### src/rtl/muldiv_ctrl.sv
// -----------------------------------------------------------------------------
// muldiv_ctrl
//   Iterative RISC-V M-extension unit that borrows the pipeline's shared ALU.
//   Multiplication is shift-add with one ALU ADD per cycle. Division is
//   restoring, with one ALU SUB per cycle. The unit takes a fixed 35 cycles
//   from accept to done: IDLE, PREP, 32 x ITER, FIX, DONE.
//
//   Optional feature, enabled by defining MULDIV_EARLY_OUT_EN:
//     - Divide-by-zero and signed overflow go straight from PREP to FIX.
//     - A multiply with a zero operand does the same.
//     - In both cases done arrives in cycle 3.
//
// Ports
//   clk, rst           clock, synchronous active-high reset
//   start              M-ext op present in EX, held until done
//   kill               pipeline flush, abandons the in-flight op
//   funct3             operation select (MUL..REMU)
//   opA, opB           rs1 / rs2, sampled on accept only
//   stall              start & ~done
//   busy               high in every state except IDLE
//   done               one-cycle pulse, result valid that cycle
//   result             selected product / quotient / remainder word
//   alu_sel            this block owns the shared ALU (ITER states)
//   alu_op1, alu_op2   ALU operands, zero while alu_sel is low
//   alu_ctrl           4'b0000 ADD, 4'b0001 SUB
//   alu_out            shared ALU result (combinational)
// -----------------------------------------------------------------------------
module muldiv_ctrl #(
  parameter int DATA_WIDTH = 32
) (
  input  logic                  clk,
  input  logic                  rst,
  input  logic                  start,
  input  logic                  kill,
  input  logic [2:0]            funct3,
  input  logic [DATA_WIDTH-1:0] opA,
  input  logic [DATA_WIDTH-1:0] opB,
  output logic                  stall,
  output logic                  busy,
  output logic                  done,
  output logic [DATA_WIDTH-1:0] result,
  output logic                  alu_sel,
  output logic [DATA_WIDTH-1:0] alu_op1,
  output logic [DATA_WIDTH-1:0] alu_op2,
  output logic [3:0]            alu_ctrl,
  input  logic [DATA_WIDTH-1:0] alu_out
);

  localparam int W = DATA_WIDTH;

  typedef enum logic [2:0] {
    IDLE, PREP, MUL_ITER, DIV_ITER, FIX, DONE
  } state_t;

  state_t       state;
  logic [2:0]   f3;
  logic [W-1:0] a_q, b_q;
  logic [W-1:0] mcand;      // multiplicand or divisor magnitude
  logic [2*W-1:0] acc;      // MUL: {product hi, product lo / multiplier}; DIV: {rem, quo}
  logic [5:0]   cnt;
  logic         neg_a, neg_b;
  logic         div_zero, div_ovf;

  // Combinational helpers
  logic           a_signed, b_signed;
  logic [W-1:0]   mag_a, mag_b;
  logic           div_zero_c, div_ovf_c, early;
  logic           carry;
  logic [2*W-1:0] mul_next, div_next;
  logic [W-1:0]   rem_sh;
  logic           ge;
  logic [2*W-1:0] prod;
  logic [W-1:0]   quo_fix, rem_fix, fix_word;

  assign stall = start & ~done;

  // NOTE: every always_comb output gets a default first, so no path can
  // leave a signal unassigned and infer a latch.
  always_comb begin
    a_signed   = 1'b0;
    b_signed   = 1'b0;
    case (f3)
      3'b001:                 begin a_signed = 1'b1; b_signed = 1'b1; end // MULH
      3'b010:                 a_signed = 1'b1;                            // MULHSU
      3'b100, 3'b110:         begin a_signed = 1'b1; b_signed = 1'b1; end // DIV, REM
      default:                ;
    endcase
    mag_a      = (a_signed && a_q[W-1]) ? -a_q : a_q;
    mag_b      = (b_signed && b_q[W-1]) ? -b_q : b_q;
    div_zero_c = (b_q == '0);
    div_ovf_c  = ~f3[0] && (a_q == {1'b1, {(W-1){1'b0}}}) && (b_q == '1);
`ifdef MULDIV_EARLY_OUT_EN
    early      = f3[2] ? (div_zero_c | div_ovf_c) : ((a_q == '0) | (b_q == '0));
`else
    early      = 1'b0;
`endif
  end

  // ALU is driven only while this block owns it.
  always_comb begin
    alu_op1  = '0;
    alu_op2  = '0;
    alu_ctrl = 4'b0000;
    rem_sh   = acc[2*W-2:W-1];
    if (state == MUL_ITER) begin
      alu_op1 = acc[2*W-1:W];
      alu_op2 = mcand;
    end else if (state == DIV_ITER) begin
      alu_op1  = rem_sh;
      alu_op2  = mcand;
      alu_ctrl = 4'b0001;
    end
  end

  // Iteration steps
  always_comb begin
    // Unsigned wrap of the ADD means a carry out of the high word.
    carry    = (alu_out < alu_op1);
    mul_next = acc[0] ? {carry, alu_out, acc[W-1:1]}
                      : {1'b0, acc[2*W-1:W], acc[W-1:1]};
    // The bit shifted out of rem is the 33rd bit of the partial remainder.
    // If it is set, the remainder is at least the divisor, and the 32-bit
    // SUB result is exact.
    ge       = acc[2*W-1] | (rem_sh >= mcand);
    div_next = ge ? {alu_out, acc[W-2:0], 1'b1}
                  : {rem_sh,  acc[W-2:0], 1'b0};
  end

  // Sign fix-up and word select
  always_comb begin
    prod    = (neg_a ^ neg_b) ? -acc : acc;
    quo_fix = (neg_a ^ neg_b) ? -acc[W-1:0] : acc[W-1:0];
    rem_fix = neg_a ? -acc[2*W-1:W] : acc[2*W-1:W];
    if (div_zero) begin
      quo_fix = '1;
      rem_fix = a_q;
    end else if (div_ovf) begin
      quo_fix = {1'b1, {(W-1){1'b0}}};
      rem_fix = '0;
    end
    if (!f3[2])
      fix_word = (f3[1:0] == 2'b00) ? prod[W-1:0] : prod[2*W-1:W];
    else
      fix_word = f3[1] ? rem_fix : quo_fix;
  end

  // NOTE: sequential state uses non-blocking assignments only. All
  // registers here are plain flops, so all of them are reset; there is no
  // RAM to leave uninitialised.
  always_ff @(posedge clk) begin
    if (rst) begin
      state    <= IDLE;
      busy     <= 1'b0;
      done     <= 1'b0;
      alu_sel  <= 1'b0;
      result   <= '0;
      cnt      <= '0;
      acc      <= '0;
      f3       <= '0;
      a_q      <= '0;
      b_q      <= '0;
      mcand    <= '0;
      neg_a    <= 1'b0;
      neg_b    <= 1'b0;
      div_zero <= 1'b0;
      div_ovf  <= 1'b0;
    end else if (kill) begin
      state   <= IDLE;
      busy    <= 1'b0;
      done    <= 1'b0;
      alu_sel <= 1'b0;
    end else begin
      case (state)
        IDLE: begin
          if (start) begin
            state <= PREP;
            busy  <= 1'b1;
            f3    <= funct3;
            a_q   <= opA;
            b_q   <= opB;
          end
        end
        PREP: begin
          neg_a    <= a_signed & a_q[W-1];
          neg_b    <= b_signed & b_q[W-1];
          div_zero <= f3[2] & div_zero_c;
          div_ovf  <= f3[2] & div_ovf_c;
          cnt      <= 6'(W);
          if (f3[2]) begin
            mcand <= mag_b;
            acc   <= {{W{1'b0}}, mag_a};   // dividend enters via quo
          end else begin
            mcand <= mag_a;
            acc   <= early ? '0 : {{W{1'b0}}, mag_b};
          end
          if (early) begin
            state <= FIX;
          end else begin
            state   <= f3[2] ? DIV_ITER : MUL_ITER;
            alu_sel <= 1'b1;
          end
        end
        MUL_ITER, DIV_ITER: begin
          acc <= (state == MUL_ITER) ? mul_next : div_next;
          cnt <= cnt - 6'd1;
          if (cnt == 6'd1) begin
            state   <= FIX;
            alu_sel <= 1'b0;
          end
        end
        FIX: begin
          result <= fix_word;
          done   <= 1'b1;
          state  <= DONE;
        end
        DONE: begin
          done  <= 1'b0;
          busy  <= 1'b0;
          state <= IDLE;
        end
        default: begin
          state   <= IDLE;
          busy    <= 1'b0;
          done    <= 1'b0;
          alu_sel <= 1'b0;
        end
      endcase
    end
  end

endmodule

### config.mk
export PLATFORM = sky130hd
export DESIGN_NAME = muldiv_ctrl
export DESIGN_NICKNAME = d
export VERILOG_FILES = /design/src/rtl/muldiv_ctrl.sv
export SDC_FILE = /design/constraint.sdc
export NUM_CORES = 1
export LEC_CHECK = 0
export ABC_AREA = 1
export CAP_MARGIN = 20
export CORE_MARGIN = 1
export CORE_UTILIZATION = 35
export CTS_CLUSTER_DIAMETER = 120
export DETAILED_ROUTE_END_ITERATION = 7
export GPL_ROUTABILITY_DRIVEN = 1
export PLACE_DENSITY = 0.53
export SKIP_CTS_REPAIR_TIMING = 1
export SYNTH_ARGS = -nofsm -noshare
export SYNTH_HDL_FRONTEND = slang
export SYNTH_SLANG_ARGS = --single-unit
### constraint.sdc
create_clock -name clk -period 2.6 [get_ports clk]
set_input_delay 0.52 -clock clk [delete_from_list [all_inputs] [get_ports clk]]
set_output_delay 0.52 -clock clk [all_outputs]
set_load 0.005 [all_outputs]
* Yosys cells after proc, flatten, opt, wreduce, memory -nomap -nowiden
Cells that the tools add are included.
** Storage, ports and cells
- Bits in registers :: 211
- Input bits :: 103
- Output and inout bits :: 104
- Word-level logic and storage cells :: 107
** Operators by class
- Add/sub/neg operators :: 6
- Order comparisons :: 2
- Equal/unequal tests :: 14
- Mux-type cells :: 36
- Bitwise logic cells :: 12
- Reductions and logical operators :: 22
** Operators by type and width (count)
- 32-bit two-way mux :: 17
- 64-bit two-way mux :: 4
- 32-bit negation :: 4
- 64-bit one-hot mux with 2 select lines :: 1
- 32-bit == test (second input constant) :: 2
- 64-bit negation :: 1
- 32-bit greater-or-equal comparator :: 1
- 32-bit logical NOT :: 1
- 32-bit less-than comparator :: 1
- 3-bit == test (second input constant) :: 4
- 3-bit one-hot mux with 4 select lines :: 1
- 6-bit one-hot mux with 2 select lines :: 1
- 2-bit AND reduction :: 6
- 4-bit OR reduction :: 3
- 3-bit by 2-bit == test with 1-bit output (second input constant) :: 3
- 1-bit two-way mux :: 7
- 3-bit by 1-bit == test with 1-bit output (second input constant) :: 2
- 6-bit by 1-bit == test with 1-bit output (second input constant) :: 1
- 3-bit two-way mux :: 2
- 3-bit OR reduction :: 2
- 6-bit by 1-bit subtractor with 6-bit output (second input constant) :: 1
- 1-bit AND :: 5
- 1-bit NOT :: 5
- 1-bit logical AND :: 4
- 10 further kinds :: 13

* Depth between registers and ports, before layout
- Depth in word-level cells :: 7
- Depth in mapped cells :: 23

* Worst setup path before layout
OpenSTA, ideal clock, no wires.
- Kind :: register to register
- Start point :: reg state[2]
- End point :: reg acc[63]
- Arrival time :: 2.687 ns
- Data required time :: 2.530 ns
- Setup slack :: -0.158 ns
- Stages on the path, launching flop included :: 22
- Path buffers :: 3
- Path through :: dfxtp_1 > inv_2 > nand2_1 > buf_2 > nor2_2 > inv_1 > buf_2 > buf_1 > o22ai_1 > inv_1 > ha_1 > a21oi_1 > o21ai_0 > nand3_1 > nand2_1 > nand3_1 > nand2_1 > a31oi_1 > nand2_1 > nand2_1 > nand3_1 > a21oi_1
** On the way
- Longest elaborated chain between the ends :: 7
- Elaborated cells between the ends (all ways) :: 12
- Those cells by class :: order compare (1); eq/ne (3); mux (5); reduce/logical (3)
** RTL lines
- start, declared :: line 55 : state_t state;
- start signal, assigned :: line 199 : state <= f3[2] ? DIV_ITER : MUL_ITER;
- 3-bit by 2-bit == test with 1-bit output :: line 108 : end else if (state == DIV_ITER) begin
- 32-bit two-way mux :: line 108
- 32-bit two-way mux * :: line 105 : if (state == MUL_ITER) begin
- named net alu_op1[27] :: line 43 : output logic [DATA_WIDTH-1:0] alu_op1,
- 32-bit less-than comparator * :: line 118 : carry = (alu_out < alu_op1);
- 64-bit two-way mux * :: line 119 : mul_next = acc[0] ? {carry, alu_out, acc[W-1:1]}
- 64-bit two-way mux * :: line 204 : acc <= (state == MUL_ITER) ? mul_next : div_next;
- 64-bit one-hot mux with 2 select lines * :: line 173 : case (state)
- end signal, assigned :: line 191 : acc <= {{W{1'b0}}, mag_a};
- end signal, assigned :: line 194 : acc <= early ? '0 : {{W{1'b0}}, mag_b};
- end signal, assigned :: line 204
- end, declared :: line 59 : logic [2*W-1:0] acc;
The timed path passes the listed nets; every way through them passes the cells marked *.
A chain may end at the register's enable or synchronous reset.

* Worst setup path after layout
- Start point :: reg acc[54]
- End point :: out alu_op1[22]
** On the way
- Longest elaborated chain between the ends :: 1
** RTL lines (line)
- 32-bit two-way mux :: 105
- end, declared :: 43
No other way between the ends.

==> flow_metrics.tcl <==
set metrics [dict create \
    cts_max_level 1 \
    drt_iter0_drc 2428 \
    ys.warnings.count 0 \
    p_leak_nw 10.2 \
    die_w_um 223 \
    dp_worst_setup_slack_ps -152 \
    hp-class "reg2reg" \
    grt_pass1_vias 19800 \
    critPathLaunchType "flip-flop" \
    worst-slew-pin-transition_ps 986 \
    routed_wl_mm 94.7 \
    core_mm2 0.0479 \
    max_cap_viol_count 0 \
    irDropWorstVdd_mv 0.526 \
    dr.pass1.iters 8 \
    stdcell_area_mm2 0.0233 \
    criticalPathCategory "reg2out" \
    fin_cells 3759 \
    drive_gt1_share_pct 15.6 \
    final_nets 3296 \
    min_period_over_period_pct 104 \
    hold_violations 0 \
    run_status "finished with violations" \
    std_cell_rows 80 \
    syn_area_mm2 0.0171 \
    cp-startpoint "acc[54]" \
    grt_pass1_wl_mm 134 \
    dp_hpwl_mm 73.9 \
    pin_count 207 \
    placed_area_mm2 0.0215 \
    min_from "cnt[4]" \
    rsz0062_at_grt "yes" \
    synthArstFlopShare_pct 0 \
    die_h_um 223 \
    initial_core_util_pct 35.7 \
    path_clk_slew_ps 60 \
    r2r_slack_ps -40 \
    n_antenna_cell 0 \
    place_inst 3681 \
    synthCells 2771 \
    synthToLayoutAreaGrowth_pct 36.3 \
    slew_headroom_pct 34.2 \
    endpoint_kind "output pin" \
    vias 21700 \
    clk_path_buf_depth 3 \
    whs_ps 451 \
    ys_types 54 \
    synth_area_per_cell_um2 6.18 \
    path_max_fanout 7 \
    fin_crit_ps 2700 \
    die-area_mm2 0.0498 \
    crit_path_top_delay_cell "clkdlybuf4s50_1" \
    vias_per_cell 5.76 \
    grt_usage_pct 36.3 \
    clock_sink_count 211 \
    ys.flop_type "dfxtp_1" \
    final-max-slew-violation-count 0 \
    yosysSeqAreaShare_pct 24.7 \
    cts_root_buffer "clkbuf_16" \
    arrival_ps 2180 \
    cp.required_ps 2080 \
    place_congestion 1.04 \
    max_freq_mhz 370 \
    clk_latency_ps 590 \
    final_core_util_pct 48.7 \
    violations "setup timing" \
    route.detailed.drc 0 \
    crit_path_max_incr_delay_ps 530 \
    finClkSkew_ps 24.0 \
    cts_tree "done" \
    layout_setup_ws_ps -101 \
    synth-edff-count 0 \
    grt_max_degree 112 \
    p_per_area_mw_per_mm2 513 \
    path_cells "buf_12 > clkinvlp_4 > buf_4 > o22ai_2 > clkdlybuf4s50_1" \
    synth_seq_cells 211 \
    cts_made_buffers 28 \
    r2r-start "state[2]" \
    wire_per_inst_um 25.2 \
    overflow 0 \
    port-buffer-count 203 \
    ant_nets 0 \
    setup_viol 3 \
    antenna_found_initial 5 \
]
==> report_power, final <==
part	internal, mW	switching [mW]	total, mW
Sequential	3.38	0.203	3.58
Combinational	1.71	2.69	4.41
Clock	2.26	1.72	3.97
==> cell usage after synthesis (7+ instances only) <==
| cell type | number | area share [%] |
|---|---|---|
| nor3_1 | 26 | 0.76 |
| o211ai_1 | 66 | 2.9 |
| ha_1 | 70 | 5.1 |
| nor4_1 | 8 | 0.29 |
| a21oi_1 | 238 | 7.0 |
| nand2_2 | 9 | 0.33 |
| inv_2 | 19 | 0.42 |
| nand3_1 | 165 | 4.8 |
| dfxtp_1 | 211 | 25 |
| a31oi_1 | 44 | 1.6 |
| o21ai_0 | 300 | 8.8 |
| clkbuf_1 | 121 | 2.7 |
| o22ai_1 | 47 | 1.7 |
| o221ai_1 | 7 | 0.36 |
| buf_1 | 12 | 0.26 |
| nor3_2 | 9 | 0.53 |
| xnor2_1 | 14 | 0.72 |
| nor2_1 | 287 | 6.3 |
| o21a_1 | 10 | 0.44 |
| xor2_1 | 85 | 4.3 |
| buf_2 | 39 | 1.1 |
| o21ai_1 | 31 | 0.91 |
| inv_1 | 268 | 5.9 |
| nand4_1 | 38 | 1.4 |
| nand2_1 | 558 | 12 |
| a221oi_1 | 28 | 1.4 |
==> layer usage <==
layer	GRT usage (%)	wire length (µm)	vias to the layer above
met5	0	22	-
met4	16.1	5100	4
met1	50.3	40600	10200
met3	4.71	8140	240
met2	56.2	40900	1168
li1	-	-	10000
==> worst max-delay path, delay by kind of cell (launching register included) <==
family                 cells  cell delay, ps
buffers and inverters      4            1000
flip-flops                 1             430
AO/OA/AOI/OAI              1             160
==> layout make-up <==
class / instances / area [µm²]
clock inverter: 14 / 120
multi-input combinational: 2093 / 11500
tap: 615 / 769
timing repair buffer: 499 / 4740
sequential: 211 / 4240
clock buffer: 37 / 796
inverter: 290 / 1120
fill: 5013 / 24600
==> metrics by stage <==
| step | TNS, ps | power [mW] |
|---|---|---|
| 2_1_floorplan | 0 | 5.71 |
| 3_3_place_gp | -182 | 7.42 |
| 3_5_place_dp | -152 | 7.41 |
| 4_1_cts | -14000 | 11.4 |
| 5_1_grt | -443 | 12.4 |
| 6_report | -167 | 12.0 |
==> sequential cells by signal, summed over array words and instances (netlist names), 3 cells and up <==
register / cells
a_q: 32
f3: 3
result: 32
cnt: 6
acc: 64
mcand: 32
state: 3
b_q: 32
==> cell families (layout without fill, tap and decap cells) <==
family / Yosys count / in the layout / synth area share (%)
xor gates and xnor gates: 99 / 99 / 5.06
and+or+nand+nor: 1134 / 1134 / 28.4
adders and majority gates: 70 / 70 / 5.12
buffers and inverters: 469 / 840 / 10.8
other: 1 / 3 / 0.0219
DFF: 211 / 211 / 24.7
AOI/OAI and AO/OA: 787 / 787 / 25.9
==> worst paths after layout <==
check | cells past startpoint | end
setup / recovery | 5 | alu_op1[22]
hold / removal | 1 | cnt[4]
setup reg to reg | 19 | acc[63]
hold reg to reg | 1 | cnt[4]
==> cells in the final DEF, fill, tap and decap left out, drive strengths merged, types with 9 or more instances in the layout <==
cell           Yosys  final
nand2            568    568
o21ai            331    331
nor2             298    298
buf               57    290
inv              287    285
a21oi            239    239
dfxtp            211    211
clkdlybuf4s50      0    172
nand3            169    169
xor2              85     85
ha                70     70
o211ai            66     66
o22ai             47     47
clkbuf           122     45
a31oi             44     44
nand4             40     40
nor3              35     35
dlymetal6s2s       0     29
a221oi            28     28
xnor2             14     14
clkinv             3     11
o21a              10     10
nor4               9      9
No activity file was read; power rests on OpenSTA's default activity.
